--- src/rtl/sweep_pkg.sv ---
// Shared types and constants for the divider sweep controller.
package sweep_pkg;

    typedef enum logic [2:0] {
        S_IDLE,
        S_LOAD,
        S_DWELL,
        S_STEP,
        S_DONE
    } state_t;

    localparam logic [1:0] MODE_ONESHOT  = 2'b00;
    localparam logic [1:0] MODE_REPEAT   = 2'b01;
    localparam logic [1:0] MODE_TRIANGLE = 2'b10;

    // The unused encoding 11 behaves as one-shot.
    function automatic logic [1:0] norm_mode(input logic [1:0] m);
        return (m == 2'b11) ? MODE_ONESHOT : m;
    endfunction

endpackage

--- src/rtl/sweep_next.sv ---
// Combinational next-value calculator for one sweep step, using one extra bit
// so that stepping past either end clips instead of wrapping.
module sweep_next
    import sweep_pkg::*;
#(
    parameter int WIDTH = 8
) (
    input  logic [WIDTH-1:0] i_cur,
    input  logic [WIDTH-1:0] i_step,
    input  logic [WIDTH-1:0] i_lo,
    input  logic [WIDTH-1:0] i_hi,
    input  logic             i_dir_up,
    input  logic [1:0]       i_mode,
    output logic [WIDTH-1:0] o_next,
    output logic             o_at_end,
    output logic             o_dir_next
);

    logic [WIDTH:0]   w_up_sum;
    logic [WIDTH:0]   w_dn_diff;
    logic [WIDTH-1:0] w_up_clip;
    logic [WIDTH-1:0] w_dn_clip;

    always_comb begin
        w_up_sum   = {1'b0, i_cur} + {1'b0, i_step};
        w_dn_diff  = {1'b0, i_cur} - {1'b0, i_step};
        w_up_clip  = (w_up_sum > {1'b0, i_hi}) ? i_hi : w_up_sum[WIDTH-1:0];
        w_dn_clip  = (w_dn_diff[WIDTH] || (w_dn_diff[WIDTH-1:0] < i_lo)) ? i_lo
                                                                         : w_dn_diff[WIDTH-1:0];
        o_at_end   = i_dir_up ? (i_cur == i_hi) : (i_cur == i_lo);
        o_next     = i_dir_up ? w_up_clip : w_dn_clip;
        o_dir_next = i_dir_up;
        if (o_at_end) begin
            case (i_mode)
                // Direction never changes in repeat mode, so it tells us where the sweep began.
                MODE_REPEAT: o_next = i_dir_up ? i_lo : i_hi;
                MODE_TRIANGLE: begin
                    o_next     = i_dir_up ? w_dn_clip : w_up_clip;
                    o_dir_next = ~i_dir_up;
                end
                default: o_next = i_cur;
            endcase
        end
    end

endmodule

--- src/rtl/divider_sweep_ctrl.sv ---
// Sweep controller: steps the clock divider load value between two endpoints,
// holding each value for a programmed number of divided-clock rising edges.
module divider_sweep_ctrl
    import sweep_pkg::*;
#(
    parameter int WIDTH   = 8,
    parameter int DWELL_W = 8
) (
    input  logic               clk,
    input  logic               rst,
    input  logic               cfg_valid,
    output logic               cfg_ready,
    input  logic [WIDTH-1:0]   cfg_start,
    input  logic [WIDTH-1:0]   cfg_stop,
    input  logic [WIDTH-1:0]   cfg_step,
    input  logic [DWELL_W-1:0] cfg_dwell,
    input  logic [1:0]         cfg_mode,
    input  logic               start,
    input  logic               abort,
    input  logic               clk_div,
    output logic [WIDTH-1:0]   par_load,
    output logic               ld,
    output logic               busy,
    output logic               done
);

    state_t             r_state;
    state_t             w_state_next;
    logic [WIDTH-1:0]   r_start;
    logic [WIDTH-1:0]   r_stop;
    logic [WIDTH-1:0]   r_step;
    logic [DWELL_W-1:0] r_dwell;
    logic [1:0]         r_mode;
    logic               r_cfg_loaded;
    logic [WIDTH-1:0]   r_cur;
    logic               r_dir_up;
    logic [WIDTH-1:0]   r_par_load;
    logic [DWELL_W-1:0] r_dwell_cnt;
    logic               r_div_prev;
    logic               r_div_rise;

    logic               w_cfg_hs;
    logic               w_launch;
    logic [WIDTH-1:0]   w_eff_start;
    logic [WIDTH-1:0]   w_eff_stop;
    logic [WIDTH-1:0]   w_lo;
    logic [WIDTH-1:0]   w_hi;
    logic [WIDTH-1:0]   w_next;
    logic               w_at_end;
    logic               w_dir_next;
    logic               w_dwell_last;
    logic               w_reload;

    assign w_cfg_hs     = cfg_valid && (r_state == S_IDLE) && !abort;
    // A config offered in the same cycle as start is used for that launch.
    assign w_launch     = (r_state == S_IDLE) && start && !abort && (r_cfg_loaded || w_cfg_hs);
    assign w_eff_start  = w_cfg_hs ? cfg_start : r_start;
    assign w_eff_stop   = w_cfg_hs ? cfg_stop  : r_stop;
    assign w_lo         = (r_start <= r_stop) ? r_start : r_stop;
    assign w_hi         = (r_start <= r_stop) ? r_stop  : r_start;
    assign w_dwell_last = r_div_rise && (r_dwell_cnt == DWELL_W'(1));
    assign w_reload     = (r_state == S_STEP) && !(w_at_end && (r_mode == MODE_ONESHOT));

    sweep_next #(.WIDTH(WIDTH)) u_next (
        .i_cur      (r_cur),
        .i_step     (r_step),
        .i_lo       (w_lo),
        .i_hi       (w_hi),
        .i_dir_up   (r_dir_up),
        .i_mode     (r_mode),
        .o_next     (w_next),
        .o_at_end   (w_at_end),
        .o_dir_next (w_dir_next)
    );

    always_comb begin
        w_state_next = r_state;
        case (r_state)
            S_IDLE:  if (w_launch) w_state_next = S_LOAD;
            S_LOAD:  w_state_next = S_DWELL;
            S_DWELL: if (w_dwell_last) w_state_next = S_STEP;
            S_STEP:  w_state_next = w_reload ? S_LOAD : S_DONE;
            S_DONE:  w_state_next = S_IDLE;
            default: w_state_next = S_IDLE;
        endcase
        if (abort) w_state_next = S_IDLE;
    end

    always_ff @(posedge clk) begin
        if (rst) begin
            r_state      <= S_IDLE;
            r_start      <= '0;
            r_stop       <= '0;
            r_step       <= WIDTH'(1);
            r_dwell      <= DWELL_W'(1);
            r_mode       <= MODE_ONESHOT;
            r_cfg_loaded <= 1'b0;
            r_cur        <= '0;
            r_dir_up     <= 1'b1;
            r_par_load   <= '0;
            r_dwell_cnt  <= '0;
            r_div_prev   <= 1'b0;
            r_div_rise   <= 1'b0;
        end else begin
            r_state    <= w_state_next;
            r_div_prev <= clk_div;
            // Edges outside DWELL are dropped so they never count toward a dwell.
            r_div_rise <= (r_state == S_DWELL) && clk_div && !r_div_prev;
            if (w_cfg_hs) begin
                r_start      <= cfg_start;
                r_stop       <= cfg_stop;
                r_step       <= (cfg_step == '0) ? WIDTH'(1) : cfg_step;
                r_dwell      <= (cfg_dwell == '0) ? DWELL_W'(1) : cfg_dwell;
                r_mode       <= norm_mode(cfg_mode);
                r_cfg_loaded <= 1'b1;
            end
            if (w_launch) begin
                r_cur      <= w_eff_start;
                r_par_load <= w_eff_start;
                r_dir_up   <= (w_eff_start <= w_eff_stop);
            end
            if (r_state == S_LOAD) begin
                r_dwell_cnt <= r_dwell;
            end else if ((r_state == S_DWELL) && r_div_rise) begin
                r_dwell_cnt <= r_dwell_cnt - DWELL_W'(1);
            end
            if (w_reload && !abort) begin
                r_cur      <= w_next;
                r_par_load <= w_next;
                r_dir_up   <= w_dir_next;
            end
        end
    end

    assign par_load  = r_par_load;
    assign ld        = (r_state == S_LOAD);
    assign busy      = (r_state == S_LOAD) || (r_state == S_DWELL) || (r_state == S_STEP);
    assign done      = (r_state == S_DONE);
    assign cfg_ready = (r_state == S_IDLE);

endmodule

--- config.mk ---
export PLATFORM = sky130hd
export DESIGN_NAME = divider_sweep_ctrl
export DESIGN_NICKNAME = d
export VERILOG_FILES = /design/src/rtl/sweep_pkg.sv /design/src/rtl/sweep_next.sv /design/src/rtl/divider_sweep_ctrl.sv
export SDC_FILE = /design/constraint.sdc
export NUM_CORES = 1
export LEC_CHECK = 0
export ABC_CLOCK_PERIOD_IN_PS = 5200
export CAP_MARGIN = 15
export CELL_PAD_IN_SITES_DETAIL_PLACEMENT = 0
export CELL_PAD_IN_SITES_GLOBAL_PLACEMENT = 2
export CORE_ASPECT_RATIO = 0.8
export CORE_MARGIN = 2
export CORE_UTILIZATION = 31
export CTS_CLUSTER_SIZE = 12
export DETAILED_ROUTE_END_ITERATION = 8
export GPL_TIMING_DRIVEN = 0
export PLACE_DENSITY_LB_ADDON = 0.1
export SKIP_CTS_REPAIR_TIMING = 1
export SLEW_MARGIN = 15
export SYNTH_ARGS = -nofsm -noshare
export SYNTH_HDL_FRONTEND = slang
export SYNTH_SLANG_ARGS = --single-unit
export TNS_END_PERCENT = 100
--- constraint.sdc ---
create_clock -name clk -period 5.2 [get_ports clk]
set_input_delay 1.04 -clock clk [delete_from_list [all_inputs] [get_ports clk]]
set_output_delay 1.04 -clock clk [all_outputs]
set_load 0.01 [all_outputs]
==> results of run 1 <==
layout by cell type, fill, tap and decap left out, types with 5 or more instances in the layout:
cell type,instances
nand2_1,76
a21oi_1,65
nor2_1,57
dfxtp_1,52
clkdlybuf4s50_1,51
ha_1,49
inv_1,40
mux2i_1,27
o21ai_0,26
clkbuf_1,19
nor3_1,16
nor2b_1,12
xor2_1,11
nand2b_1,11
xnor2_1,9
buf_4,9
clkbuf_16,9
a21o_1,8
nand3_1,8
or2_2,7
nor4_1,6
or3_1,6
o211ai_1,6
a211oi_1,6
o21a_1,5
buf_6,5
a31oi_1,5
nand3b_1,5
dfxtp_2,5
power groups by stage:
| stage | sequential [mW] | combinational, mW | clock, mW |
|---|---|---|---|
| floorplan | 0.477 | 0.404 | 0 |
| global placement | 0.492 | 0.564 | 0 |
| detailed placement | 0.492 | 0.570 | 0 |
| CTS | 0.483 | 0.572 | 0.583 |
| global route | 0.486 | 0.690 | 0.608 |
| finish | 0.485 | 0.635 | 0.569 |
worst max-delay path by stage:
stage                     cells after the start     endpoint  startpoint  slack, ns
after global placement                       21  par_load[0]   r_stop[1]      -0.48
after global routing                         17     r_dir_up       abort       0.02
after detailed placement                     21  par_load[0]   r_stop[1]      -0.50
final                                        20  par_load[0]   r_stop[4]       0.19
after CTS                                    21  par_load[0]   r_stop[1]      -0.52
after floorplan                              21  par_load[0]   r_stop[1]       0.38
area by class of cell:
cell class	count	area, sq um
flip-flops and latches	57	1150
clock inverters	2	10.0
well taps	215	269
inverters	44	165
fillers	1662	9600
plain buffers	29	158
clock buffers	14	284
repair buffers	59	568
multi-input cells	514	3550
metrics by stage:
stage | TNS, ns | hold WS (ns) | instances | worst slack, ns
after CTS | -2.64 | 0.397 | 927 | -0.519
after detailed placement | -2.46 | 0.389 | 911 | -0.501
after global placement | -2.27 | 0.382 | 911 | -0.480
after global routing | 0 | 0.399 | 934 | 0.0206
after floorplan | 0 | 0.376 | 645 | 0.382
final | 0 | 0.395 | 934 | 0.194
per-layer routing:
layer | GRT usage, % | part of all wire, %
met1 | 29.8 | 49
met2 | 33.9 | 43
met3 | 3.33 | 5.9
met4 | 7.45 | 1.9
met5 | 0 | 0
synthesized netlist by cell type, drive strengths merged (8+ instances only):
master / count / share of area [%]
xor2: 11 / 1.9
ha: 49 / 12
nand2b: 11 / 1.4
dfxtp: 57 / 23
buf: 10 / 1.3
a21oi: 65 / 6.5
clkbuf: 20 / 1.5
nor3: 16 / 1.6
nor2: 57 / 4.3
nor2b: 12 / 1.5
o21ai: 32 / 3.3
nand3: 8 / 0.81
mux2i: 30 / 6.3
a21o: 8 / 1.2
xnor2: 9 / 1.6
inv: 43 / 3.2
nand2: 76 / 5.7
sequential cells by signal, indices dropped and copies added, names as in the netlist:
register      cells
r_dir_up          1
r_mode            2
par_load          8
r_dwell           8
r_dwell_cnt       8
r_cfg_loaded      1
r_div_rise        1
r_step            8
r_start           8
r_stop            8
r_div_prev        1
r_state           3
kinds of logic (layout without fill, tap and decap cells):
group / count (synthesis) / after routing / synth area share, %
compound gates: 183 / 183 / 25.0
xor+xnor: 20 / 20 / 3.53
fa+ha+maj: 51 / 51 / 13.1
buf+inv: 74 / 148 / 6.17
flops: 57 / 57 / 23.0
mux: 34 / 34 / 7.20
simple gates: 226 / 226 / 22.0
==> impl_metrics.ini, run 1 <==
[final_layout]
layout-drive-gt1-share_pct = 9.18
post-route-util_pct = 39.1
insertedDiodeCount = 0
syn2layout_area_growth_pct = 23.9
final_cell_area_sq_um = 6150
finalNetCount = 805

[power_and_ir_drop]
total_power_mw = 1.69
seqPwrFrac_pct = 28.7
p_switching_uw = 577
irDropWorstVdd_mv = 0.150
p_comb_share_pct = 37.6
p_per_area_nw_per_um2 = 275
p_leak_nw = 2.58
switching_share_pct = 34.1
p_clk_share_pct = 33.7
p_int_mw = 1.11

[global_routing]
gr-total-overflow = 0
grt_max_degree = 11
grt_usage_pct = 21.4
grt_pass1_vias = 4738
grt_antenna_before_repair = 0
grt_pass1_wl_um = 27500

[timing]
skew_ns = 0.00757
tightest_slew_ns = 0.760
maxSlewHeadroom_pct = 49.0
period_share_pct = 96.3
max_freq_mhz = 200
finalHoldViolCount = 0
slew_viol_final = 0
setup-violations-final = 0
min_period_ns = 5.01
rsz0062_at_grt = no

[placement]
dp_hpwl_um = 14300
place_congestion = 0.896
place_area_sq_um = 5750
io_buffers = 51

[synthesis]
syn_area_per_cell_sq_um = 7.70
synthesis.area_sq_um = 4970
yosys_most_used_dff = dfxtp_1
async_flop_share_pct = 0
syn_inst = 645
synth_cell_types = 75
synth-seq-cells = 57
synth_fp_nets = 736
ys_warn_count = 0
synth-edff-count = 0
ys_seq_area_share_pct = 23.0

[worst_setup_path]
required_ns = 5.42
criticalPathCategory = flip-flop to flip-flop
timing.critical_path.cells = inv_1 > ha_1 > and4_1 > o21a_1 > o21ai_2 > buf_6 > buf_6 > buf_6 > mux2i_4 > ha_1 > or3_1 > o2111ai_1 > nor3_1 > a2111oi_4 > buf_6 > a311oi_1 > a31oi_1 > nor2_1 > or4b_1 > a32o_1
end_kind = flip-flop
slowest_delay_ns = 0.53
r2r-end = par_load[0]
cp_top_family = compound AO/OA/AOI/OAI gates
cpMostUsedCell = buf_6
cp_num_buf_inv = 5
r2r_slack_ns = 0.19
timing.rr.start = r_stop[4]
crit_fanout = 10
rr_worst_depth = 20
cp.arrival_ns = 5.23
startpoint_type = flip-flop
crit_path_top_delay_cell = or4b_1

[clocking]
cts.path.max_buffers = 2
worstSkewPairLatency_ns = 0.33
cts_buffers = 9
cts_htree_levels = 3
tritoncts = done
root_buffer = clkbuf_16
path_clk_slew_ns = 0.05
clock_sinks = 57

[run_status]
status = complete, no violations

[die]
die_w_um = 146
die_height_um = 117
coreArea_sq_um = 15700
start_util_pct = 31.5
rows = 41
die_area_sq_um = 17100
num_io_pins = 52

[worst_hold_path]
holdPathEnd = r_div_rise
whs_path_depth = 1
hp-class = flip-flop to flip-flop
hold_start = r_div_prev

[route]
drt-pass1-iter-count = 5
wl_per_cell_um = 19.3
num_vias = 4985
drcViolationCount = 0
drt_iter0_drc = 349
drt-vias-per-instance = 5.34
routed_wl_um = 18000
ant_nets = 0

[flow_run]
maxCapViolCount = 0
Note: power is estimated with default switching activity, not from simulation.
==> run 2, diff against run 1 <==
--- a/config.mk
+++ b/config.mk
@@ -5,13 +5,13 @@
 export SDC_FILE = /design/constraint.sdc
 export NUM_CORES = 1
 export LEC_CHECK = 0
-export ABC_CLOCK_PERIOD_IN_PS = 5200
+export ABC_CLOCK_PERIOD_IN_PS = 4670
 export CAP_MARGIN = 15
 export CELL_PAD_IN_SITES_DETAIL_PLACEMENT = 0
 export CELL_PAD_IN_SITES_GLOBAL_PLACEMENT = 2
 export CORE_ASPECT_RATIO = 0.8
 export CORE_MARGIN = 2
-export CORE_UTILIZATION = 31
+export CORE_UTILIZATION = 34
 export CTS_CLUSTER_SIZE = 12
 export DETAILED_ROUTE_END_ITERATION = 8
 export GPL_TIMING_DRIVEN = 0
==> constraint.sdc (replaced) <==
create_clock -name clk -period 4.67 [get_ports clk]
set_input_delay 0.934 -clock clk [delete_from_list [all_inputs] [get_ports clk]]
set_output_delay 0.934 -clock clk [all_outputs]
set_load 0.01 [all_outputs]
==> impl_metrics.ini, run 2 (synthesis results as in run 1) <==
[run_status]
status = complete, no violations

[die]
num_io_pins = 52
die_w_um = 139
die_height_um = 112
rows = 39
start_util_pct = 34.7
die_area_sq_um = 15600
coreArea_sq_um = 14300

[final_layout]
layout-drive-gt1-share_pct = 17.8
nFillCells = 1441
final_cells = 921
insertedDiodeCount = 0
layout_commonest_cell = nand2_1
syn2layout_area_growth_pct = 31.2
finalNetCount = 825
layout_common_cells = nand2_1 (76), a21oi_1 (60), nor2_1 (57), clkdlybuf4s50_1 (51), ha_1 (44)

[clocking]
tritoncts = done
worstSkewPairLatency_ns = 0.33
cts_buffers = 9
path_clk_slew_ns = 0.05
clock_sinks = 57
cts.path.max_buffers = 2
cts_htree_levels = 3
root_buffer = clkbuf_16

[worst_setup_path]
r2r_slack_ns = 0.10
cp_num_buf_inv = 6
end_kind = flip-flop
startpoint_type = flip-flop
criticalPathCategory = flip-flop to flip-flop
slowest_delay_ns = 0.38
crit_path_top_delay_cell = or3_4
cp.arrival_ns = 4.84
required_ns = 4.94
cp.depth = 22
cp_top_family = compound AO/OA/AOI/OAI gates
crit_fanout = 8
timing.critical_path.cells = clkinvlp_4 > ha_4 > and4_2 > o21a_1 > o21ai_2 > buf_6 > buf_12 > buf_12 > mux2i_4 > ha_4 > or3_4 > o2111ai_2 > nor3_2 > a2111oi_4 > buf_6 > buf_4 > mux2i_2 > nand2_1 > a21oi_1 > a211oi_1 > a22oi_1 > a22o_1
rr_worst_depth = 22

[timing]
min_period_ns = 4.57
period_share_pct = 97.9
finalHoldViolCount = 0
rsz0062_at_grt = yes
setup-violations-final = 0
fin_setup_tns_ns = 0
slew_viol_final = 0
skew_ns = 0.00819
tightest_slew_ns = 0.804
holdWs_ns = 0.396
maxSlewHeadroom_pct = 46.0
max_freq_mhz = 219

[power_and_ir_drop]
p_leak_nw = 2.72
irDropWorstVdd_mv = 0.168
switching_share_pct = 34.5
seqPwrFrac_pct = 27.7
p_per_area_nw_per_um2 = 297
p_int_mw = 1.27
p_clk_share_pct = 30.9
total_power_mw = 1.94
p_comb_share_pct = 41.4
p_switching_uw = 668

[placement]
placed_cells = 880
dp_hpwl_um = 13900
place_congestion = 0.859
io_buffers = 51

[flow_run]
maxCapViolCount = 0

[route]
drt-pass1-iter-count = 5
drcViolationCount = 0
wl_per_cell_um = 19.8
drt-vias-per-instance = 5.53
routed_wl_um = 18200
ant_nets = 0
num_vias = 5089
drt_iter0_drc = 348

[worst_hold_path]
hp-class = flip-flop to flip-flop
whs_path_depth = 1

[global_routing]
grt_pass1_vias = 4719
grt_max_degree = 11
grt_pass1_wl_um = 27000
gr-total-overflow = 0
grt_antenna_before_repair = 0
grt_usage_pct = 22.5
-- run 2: cell types whose count changed in the layout (fill, tap and decap cells not counted), moves of 4 or more --
cell | before | now
a21oi_1 | 65 | 60
a21oi_2 | 0 | 4
buf_4 | 9 | 27
dfxtp_1 | 52 | 35
dfxtp_2 | 5 | 14
dfxtp_4 | 0 | 8
ha_1 | 49 | 44
ha_4 | 0 | 5
-- run 2: through the flow --
step / util, % / setup slack, ns / instance area [sq um]
2_1_floorplan: - / 0.00239 / 4970
3_3_place_gp: 39.9 / -0.790 / 5710
3_5_place_dp: 39.9 / -0.813 / 5710
4_1_cts: 41.8 / -0.841 / 5980
5_1_grt: 45.6 / -0.101 / 6520
6_report: 45.6 / 0.100 / 6520
-- run 2: path summary, 6_finish.rpt --
kind               from          end
max           r_stop[7]  par_load[3]
min          r_div_prev   r_div_rise
min reg2reg  r_div_prev   r_div_rise
max reg2reg   r_stop[7]  par_load[3]
-- run 2: cell type report --
type                       instances  area (sq um)  share of cell area [%]
inverter                          44           176                    2.71
clock inverter                     3          17.5                   0.269
multi-input combinational        514          3720                    57.1
tap                              184           230                    3.53
timing repair buffer              78           748                    11.5
buffer                            30           181                    2.78
sequential                        57          1190                    18.2
clock buffer                      11           253                    3.88
-- run 2: worst reg2reg max path: stages, from the launching register on --
cell and delay [ns]:
dfxtp_4 0.36, clkinvlp_4 0.18, ha_4 0.27, and4_2 0.23, o21a_1 0.13, o21ai_2 0.18, buf_6 0.17, buf_12 0.14
buf_12 0.13, mux2i_4 0.25, ha_4 0.23, or3_4 0.38, o2111ai_2 0.10, nor3_2 0.08, a2111oi_4 0.37, buf_6 0.18
buf_4 0.12, mux2i_2 0.32, nand2_1 0.09, a21oi_1 0.16, a211oi_1 0.08, a22oi_1 0.20, a22o_1 0.15
-- run 2: per-layer routing --
| layer | vias up | share of wire [%] | global-route usage, % |
|---|---|---|---|
| met1 | 2434 | 51 | 33.3 |
| met4 | 0 | 1.2 | 5.86 |
| met3 | 15 | 4.7 | 2.77 |
| met2 | 139 | 44 | 34.7 |
| met5 | - | 0 | 0 |
| li1 | 2501 | - | - |
-- run 2: power groups by stage --
stage | sequential, mW | clock [mW] | combinational, mW
2_1_floorplan | 0.531 | 0 | 0.453
3_3_place_gp | 0.547 | 0 | 0.624
3_5_place_dp | 0.547 | 0 | 0.630
4_1_cts | 0.537 | 0.611 | 0.634
5_1_grt | 0.539 | 0.637 | 0.865
6_report | 0.538 | 0.599 | 0.802
